### src/rtl/stump_control_fsm.sv
// Multi-cycle FETCH/EXECUTE/MEMORY sequencer for the Stump 16-bit datapath.
// Decodes the latched IR into datapath controls and guards memory handshakes with a wait-state timeout.
module stump_control_fsm #(
    parameter int WAIT_LIMIT = 15,
    parameter int WAIT_W     = 4
) (
    input  logic        clk,
    input  logic        rst_n,
    input  logic [15:0] ir,
    input  logic [3:0]  cc_flags,
    input  logic        mem_ready,
    output logic [1:0]  state,
    output logic        fetch,
    output logic        ir_en,
    output logic        mem_req,
    output logic        mem_wen,
    output logic        reg_write,
    output logic [2:0]  dest,
    output logic [2:0]  srcA,
    output logic [2:0]  srcB,
    output logic [1:0]  shift_op,
    output logic        opB_sel,
    output logic        ext_op,
    output logic        wb_mem,
    output logic [2:0]  alu_func,
    output logic        cc_en,
    output logic        bus_error
);

    typedef enum logic [1:0] {
        ST_FETCH   = 2'b00,
        ST_EXECUTE = 2'b01,
        ST_MEMORY  = 2'b10,
        ST_ERROR   = 2'b11
    } state_t;

    localparam logic [2:0]        OP_LDST  = 3'd6;
    localparam logic [2:0]        OP_BCC   = 3'd7;
    localparam logic [2:0]        REG_PC   = 3'd7;
    localparam logic [WAIT_W-1:0] WAIT_MAX = WAIT_W'(WAIT_LIMIT);
    localparam logic [WAIT_W-1:0] WAIT_ONE = WAIT_W'(1);

    state_t            state_r;
    logic [WAIT_W-1:0] wait_cnt_r;
    logic              bus_error_r;

    logic [2:0] op_s;
    logic       type_s;
    logic       s_bit_s;
    logic [2:0] dst_s;
    logic [2:0] src_a_s;
    logic [2:0] src_b_s;
    logic [1:0] shift_s;
    logic [3:0] cond_s;
    logic       cond_true_s;
    logic       access_s;
    logic       timeout_s;

    // Branch condition evaluation against {N,Z,V,C}
    function automatic logic cond_eval(input logic [3:0] cond, input logic [3:0] flags);
        logic n_v, z_v, v_v, c_v;
        logic res_v;
        n_v = flags[3];
        z_v = flags[2];
        v_v = flags[1];
        c_v = flags[0];
        case (cond)
            4'h0:    res_v = 1'b1;
            4'h1:    res_v = 1'b0;
            4'h2:    res_v = ~c_v & ~z_v;
            4'h3:    res_v = c_v | z_v;
            4'h4:    res_v = ~c_v;
            4'h5:    res_v = c_v;
            4'h6:    res_v = ~z_v;
            4'h7:    res_v = z_v;
            4'h8:    res_v = ~v_v;
            4'h9:    res_v = v_v;
            4'hA:    res_v = ~n_v;
            4'hB:    res_v = n_v;
            4'hC:    res_v = (n_v == v_v);
            4'hD:    res_v = (n_v != v_v);
            4'hE:    res_v = ~z_v & (n_v == v_v);
            4'hF:    res_v = z_v | (n_v != v_v);
            default: res_v = 1'b0;
        endcase
        return res_v;
    endfunction

    assign op_s        = ir[15:13];
    assign type_s      = ir[12];
    assign s_bit_s     = ir[11];
    assign dst_s       = ir[10:8];
    assign src_a_s     = ir[7:5];
    assign src_b_s     = ir[4:2];
    assign shift_s     = ir[1:0];
    assign cond_s      = ir[11:8];
    assign cond_true_s = cond_eval(cond_s, cc_flags);

    // A bus access is pending in FETCH and MEMORY; the timeout fires on a not-ready cycle at the limit
    assign access_s  = (state_r == ST_FETCH) || (state_r == ST_MEMORY);
    assign timeout_s = access_s && !mem_ready && (wait_cnt_r == WAIT_MAX);

    assign state     = state_r;
    assign bus_error = bus_error_r;

    // Sequencer state, wait-state counter and sticky bus error
    always_ff @(posedge clk or negedge rst_n) begin
        if (!rst_n) begin
            state_r     <= ST_FETCH;
            wait_cnt_r  <= {WAIT_W{1'b0}};
            bus_error_r <= 1'b0;
        end else begin
            case (state_r)
                ST_FETCH: begin
                    if (mem_ready) begin
                        state_r    <= ST_EXECUTE;
                        wait_cnt_r <= {WAIT_W{1'b0}};
                    end else if (timeout_s) begin
                        state_r     <= ST_ERROR;
                        wait_cnt_r  <= {WAIT_W{1'b0}};
                        bus_error_r <= 1'b1;
                    end else begin
                        wait_cnt_r <= wait_cnt_r + WAIT_ONE;
                    end
                end
                ST_EXECUTE: begin
                    state_r    <= (op_s == OP_LDST) ? ST_MEMORY : ST_FETCH;
                    wait_cnt_r <= {WAIT_W{1'b0}};
                end
                ST_MEMORY: begin
                    if (mem_ready) begin
                        state_r    <= ST_FETCH;
                        wait_cnt_r <= {WAIT_W{1'b0}};
                    end else if (timeout_s) begin
                        state_r     <= ST_ERROR;
                        wait_cnt_r  <= {WAIT_W{1'b0}};
                        bus_error_r <= 1'b1;
                    end else begin
                        wait_cnt_r <= wait_cnt_r + WAIT_ONE;
                    end
                end
                ST_ERROR: begin
                    state_r     <= ST_ERROR;
                    wait_cnt_r  <= {WAIT_W{1'b0}};
                    bus_error_r <= 1'b1;
                end
                default: begin
                    state_r    <= ST_ERROR;
                    wait_cnt_r <= {WAIT_W{1'b0}};
                end
            endcase
        end
    end

    // Datapath control decode from current state and IR
    always_comb begin
        fetch     = 1'b0;
        ir_en     = 1'b0;
        mem_req   = 1'b0;
        mem_wen   = 1'b0;
        reg_write = 1'b0;
        dest      = 3'b000;
        srcA      = 3'b000;
        srcB      = 3'b000;
        shift_op  = 2'b00;
        opB_sel   = 1'b0;
        ext_op    = 1'b0;
        wb_mem    = 1'b0;
        alu_func  = 3'b000;
        cc_en     = 1'b0;
        case (state_r)
            ST_FETCH: begin
                fetch   = 1'b1;
                mem_req = 1'b1;
                if (mem_ready) begin
                    ir_en     = 1'b1;
                    reg_write = 1'b1;
                    dest      = REG_PC;
                end else begin
                    ir_en     = 1'b0;
                    reg_write = 1'b0;
                end
            end
            ST_EXECUTE: begin
                if (op_s == OP_BCC) begin
                    srcA      = REG_PC;
                    opB_sel   = 1'b1;
                    ext_op    = 1'b1;
                    dest      = REG_PC;
                    reg_write = cond_true_s;
                end else begin
                    srcA    = src_a_s;
                    opB_sel = type_s;
                    // Register operand and shift only apply to the register form
                    if (!type_s) begin
                        srcB     = src_b_s;
                        shift_op = shift_s;
                    end else begin
                        srcB     = 3'b000;
                        shift_op = 2'b00;
                    end
                    if (op_s == OP_LDST) begin
                        alu_func  = 3'b000;
                        reg_write = 1'b0;
                        cc_en     = 1'b0;
                    end else begin
                        alu_func  = op_s;
                        reg_write = 1'b1;
                        dest      = dst_s;
                        cc_en     = s_bit_s;
                    end
                end
            end
            ST_MEMORY: begin
                mem_req = 1'b1;
                mem_wen = s_bit_s;
                if (s_bit_s) begin
                    srcA = dst_s;
                end else if (mem_ready) begin
                    reg_write = 1'b1;
                    dest      = dst_s;
                    wb_mem    = 1'b1;
                end else begin
                    reg_write = 1'b0;
                end
            end
            ST_ERROR: begin
                fetch = 1'b0;
            end
            default: begin
                fetch = 1'b0;
            end
        endcase
    end

endmodule

### config.mk
export PLATFORM = sky130hd
export DESIGN_NAME = stump_control_fsm
export DESIGN_NICKNAME = d
export VERILOG_FILES = /design/src/rtl/stump_control_fsm.sv
export SDC_FILE = /design/constraint.sdc
export NUM_CORES = 1
export LEC_CHECK = 0
export CAP_MARGIN = 20
export CELL_PAD_IN_SITES_DETAIL_PLACEMENT = 0
export CELL_PAD_IN_SITES_GLOBAL_PLACEMENT = 1
export CORE_MARGIN = 2
export CORE_UTILIZATION = 23
export CTS_BUF_LIST = sky130_fd_sc_hd__clkbuf_8 sky130_fd_sc_hd__clkbuf_16
export DETAILED_ROUTE_END_ITERATION = 6
export PLACE_DENSITY = 0.77
export REMOVE_ABC_BUFFERS = 1
export SETUP_SLACK_MARGIN = 0.2
export SLEW_MARGIN = 20
export SYNTH_ARGS = -nofsm -noshare
export SYNTH_HDL_FRONTEND = slang
export SYNTH_SLANG_ARGS = --single-unit
### constraint.sdc
create_clock -name clk -period 1.97 [get_ports clk]
set_input_delay 0.2955 -clock clk [delete_from_list [all_inputs] [get_ports clk]]
set_output_delay 0.2955 -clock clk [all_outputs]
set_load 0.01 [all_outputs]
==> results.yml <==
sta:
  rsz0062_at_grt: "true"
  final_hold_viol_count: 0
  setup-violations-final: 1
  finalMaxSlewViolations: 0
  holdWs_ps: 330
  fin_skew_ps: 2.30
  tightest_slew_ps: 318
  relSlewSlack_pct: 78.8
  setup_ws_ps: -24.7
  finalCriticalPeriod_ps: 1990
  max_freq_ghz: 0.501
  period_share_pct: 101
place:
  gp_congestion: 0.817
  post_dp_cell_area_um2: 1450
  hpwlAfterDp_um: 2120
  port_buffers: 48
  dpl_worst_slack_ps: -577
power:
  clock_power_share_pct: 12.8
  p_switching_w: 0.000591
  combPwrFrac_pct: 74.4
  power.internal_w: 0.000914
  p_per_area_nw_per_um2: 936
  leakagePower_nw: 0.776
  ir_worst_vdd_uv: 462
  pwr-share-seq_pct: 12.8
  finalPower_w: 0.00151
  switching_share_pct: 39.3
floorplanning:
  die_w_um: 60.4
  die_h_um: 60.4
  ios: 49
  rows: 20
  dieArea_um2: 3640
  core-area_um2: 3030
  start_util_pct: 24.1
cells_and_area:
  nFillCells: 306
  multi_input_area_um2: 646
  drive_above_1_share_pct: 48.6
  fin_area_um2: 1610
  syn_to_final_growth_pct: 120
  nets: 208
  register_area_um2: 175
  final_cell_mix: "31 x buf_4, 17 x buf_2, 16 x clkdlybuf4s50_1"
  final_common_cell: "buf_4"
  n_antenna_cell: 0
  utilization_pct: 53.1
clocking:
  clockRootBuffer: "clkbuf_8"
  ctsHoldBuffers: 0
  cts_htree_levels: 1
  clockBufferDepth: 2
  clock-sinks: 7
  clkLatencyLatePin_ps: 230
  path_clk_slew_ps: 40
  cts_tree: "built"
  cts_inserted_buffers: 3
setup_path:
  rrSetupSlack_ps: 470
  crit_fanout: 2
  crit_type: "in2out"
  start_kind: "input pin"
  cp-end-kind: "primary output"
  path_cells: "dlygate4sd2_1 -> or3_1 -> a311oi_2 -> o2111ai_2 -> o311a_1 -> buf_2"
  startpoint: "cc_flags[2]"
  reg2reg_from: "state[0]"
  reg2reg_to: "state[1]"
  critPathMaxStageDelay_ps: 390
  reg2regPathDepth: 6
  cpMaxStageDelayCell: "or3_1"
  worstPathRequired_ps: 1670
  critical_path_arrival_ps: 1700
min_path:
  hold_path.class: "in2async"
global_routing:
  antenna_found_initial: 0
  grt-ovfl-total: 0
  grt_first_pass_wirelength_um: 4170
  grt_max_degree: 8
  grt_usage_pct: 14.9
  grt_pass1_vias: 1036
logic_synthesis:
  syn_area_um2: 731
  synth_top_area_cell: "dfrtp_1"
  synth_edf_count: 0
  synthFlopType: "dfrtp_1"
  async_flop_share_pct: 100
  ys_types: 38
  synth.avg_cell_area_um2: 7.77
  synth.area.top_cells: "dfrtp_1 24%, ha_1 8.6%, and2_1 6.0%"
  ys_seq_area_share_pct: 24.0
  synth_top_area_share_pct: 24.0
  ys_ff_latch: 7
  yosys_warnings: 0
  synthCells: 94
outcome:
  violations: "setup timing"
  status: "complete, but fails checks"
drt:
  avgRoutedWirePerCell_um: 12.4
  antenna_left: 0
  first_iter_violations: 13
  routed_wl_um: 2770
  drcViolationCount: 0
  firstDrtPassIters: 4
  vias: 1015
  vias_per_cell: 4.55
job:
  drv_cap: 0
==> worst max-delay path by stage <==
stage | endpoint | slack (ps)
after global placement | reg_write | -460
after floorplan | reg_write | 210
final | reg_write | -20
after CTS | reg_write | -20
after global routing | reg_write | -70
after detailed placement | reg_write | -580
==> kinds of logic after synthesis <==
| family | synth area share (%) |
|---|---|
| xor+xnor | 3.60 |
| simple gates | 33.9 |
| fa+ha+maj | 8.56 |
| buf+inv | 4.79 |
| compound gates | 25.2 |
| flops | 24.0 |
==> power groups by stage <==
stage | clock (W) | sequential (W) | combinational (W)
after global placement | 0 | 0.000189 | 0.000958
after CTS | 0.000197 | 0.000195 | 0.00103
after detailed placement | 0 | 0.000192 | 0.000968
after global routing | 0.000207 | 0.000195 | 0.00121
final | 0.000193 | 0.000193 | 0.00112
after floorplan | 0 | 0.000204 | 0.000375
==> stage by stage <==
stage          std cells  setup TNS [ps]
2_1_floorplan         92               0
3_3_place_gp         210           -4970
3_5_place_dp         210           -5800
4_1_cts              221           -16.5
5_1_grt              223            -131
6_report             223           -24.7
==> area by class of cell <==
class	count	share of cell area, %
timing repair buffer	83	40.8
multi-input combinational	78	40.2
sequential	7	10.9
tap	44	3.42
clock buffer	3	2.57
inverter	7	1.95
clock inverter	1	0.233
==> cells in the mapped netlist, types with 2 or more instances <==
| master | instances |
|---|---|
| a21boi_0 | 3 |
| and3_1 | 2 |
| nor3_1 | 4 |
| a21oi_1 | 7 |
| inv_1 | 7 |
| and3b_2 | 2 |
| and2_1 | 7 |
| xor2_1 | 2 |
| nor2_1 | 10 |
| dfrtp_1 | 7 |
| nand3_1 | 3 |
| o21ai_0 | 4 |
| nand2_1 | 6 |
| nor3b_1 | 2 |
| ha_1 | 5 |
==> sequential cells by signal, summed over array words and instances, names as in the netlist <==
name,flops
wait_cnt_r,4
state,2
bus_error,1
==> routing by layer <==
layer	GRT usage, %	wire length, µm	up-vias
met4	3.49	57	0
met1	15.9	1070	466
met5	0	0	-
met3	4.26	207	6
met2	28.6	1440	39
li1	-	-	504
==> timing repair <==
item	CTS	global route
resized for setup	117	20
cloned	0	0
buffers inserted	7	2
pin swaps	14	8
setup endpoints to repair	23	22
==> worst max-delay path, delay by kind of cell <==
kind                   cells  cell delay [ps]
AO/OA/AOI/OAI              3              620
AND/OR/NAND/NOR            1              390
buffers and inverters      2              380
No activity file was read; power rests on OpenSTA's default activity.
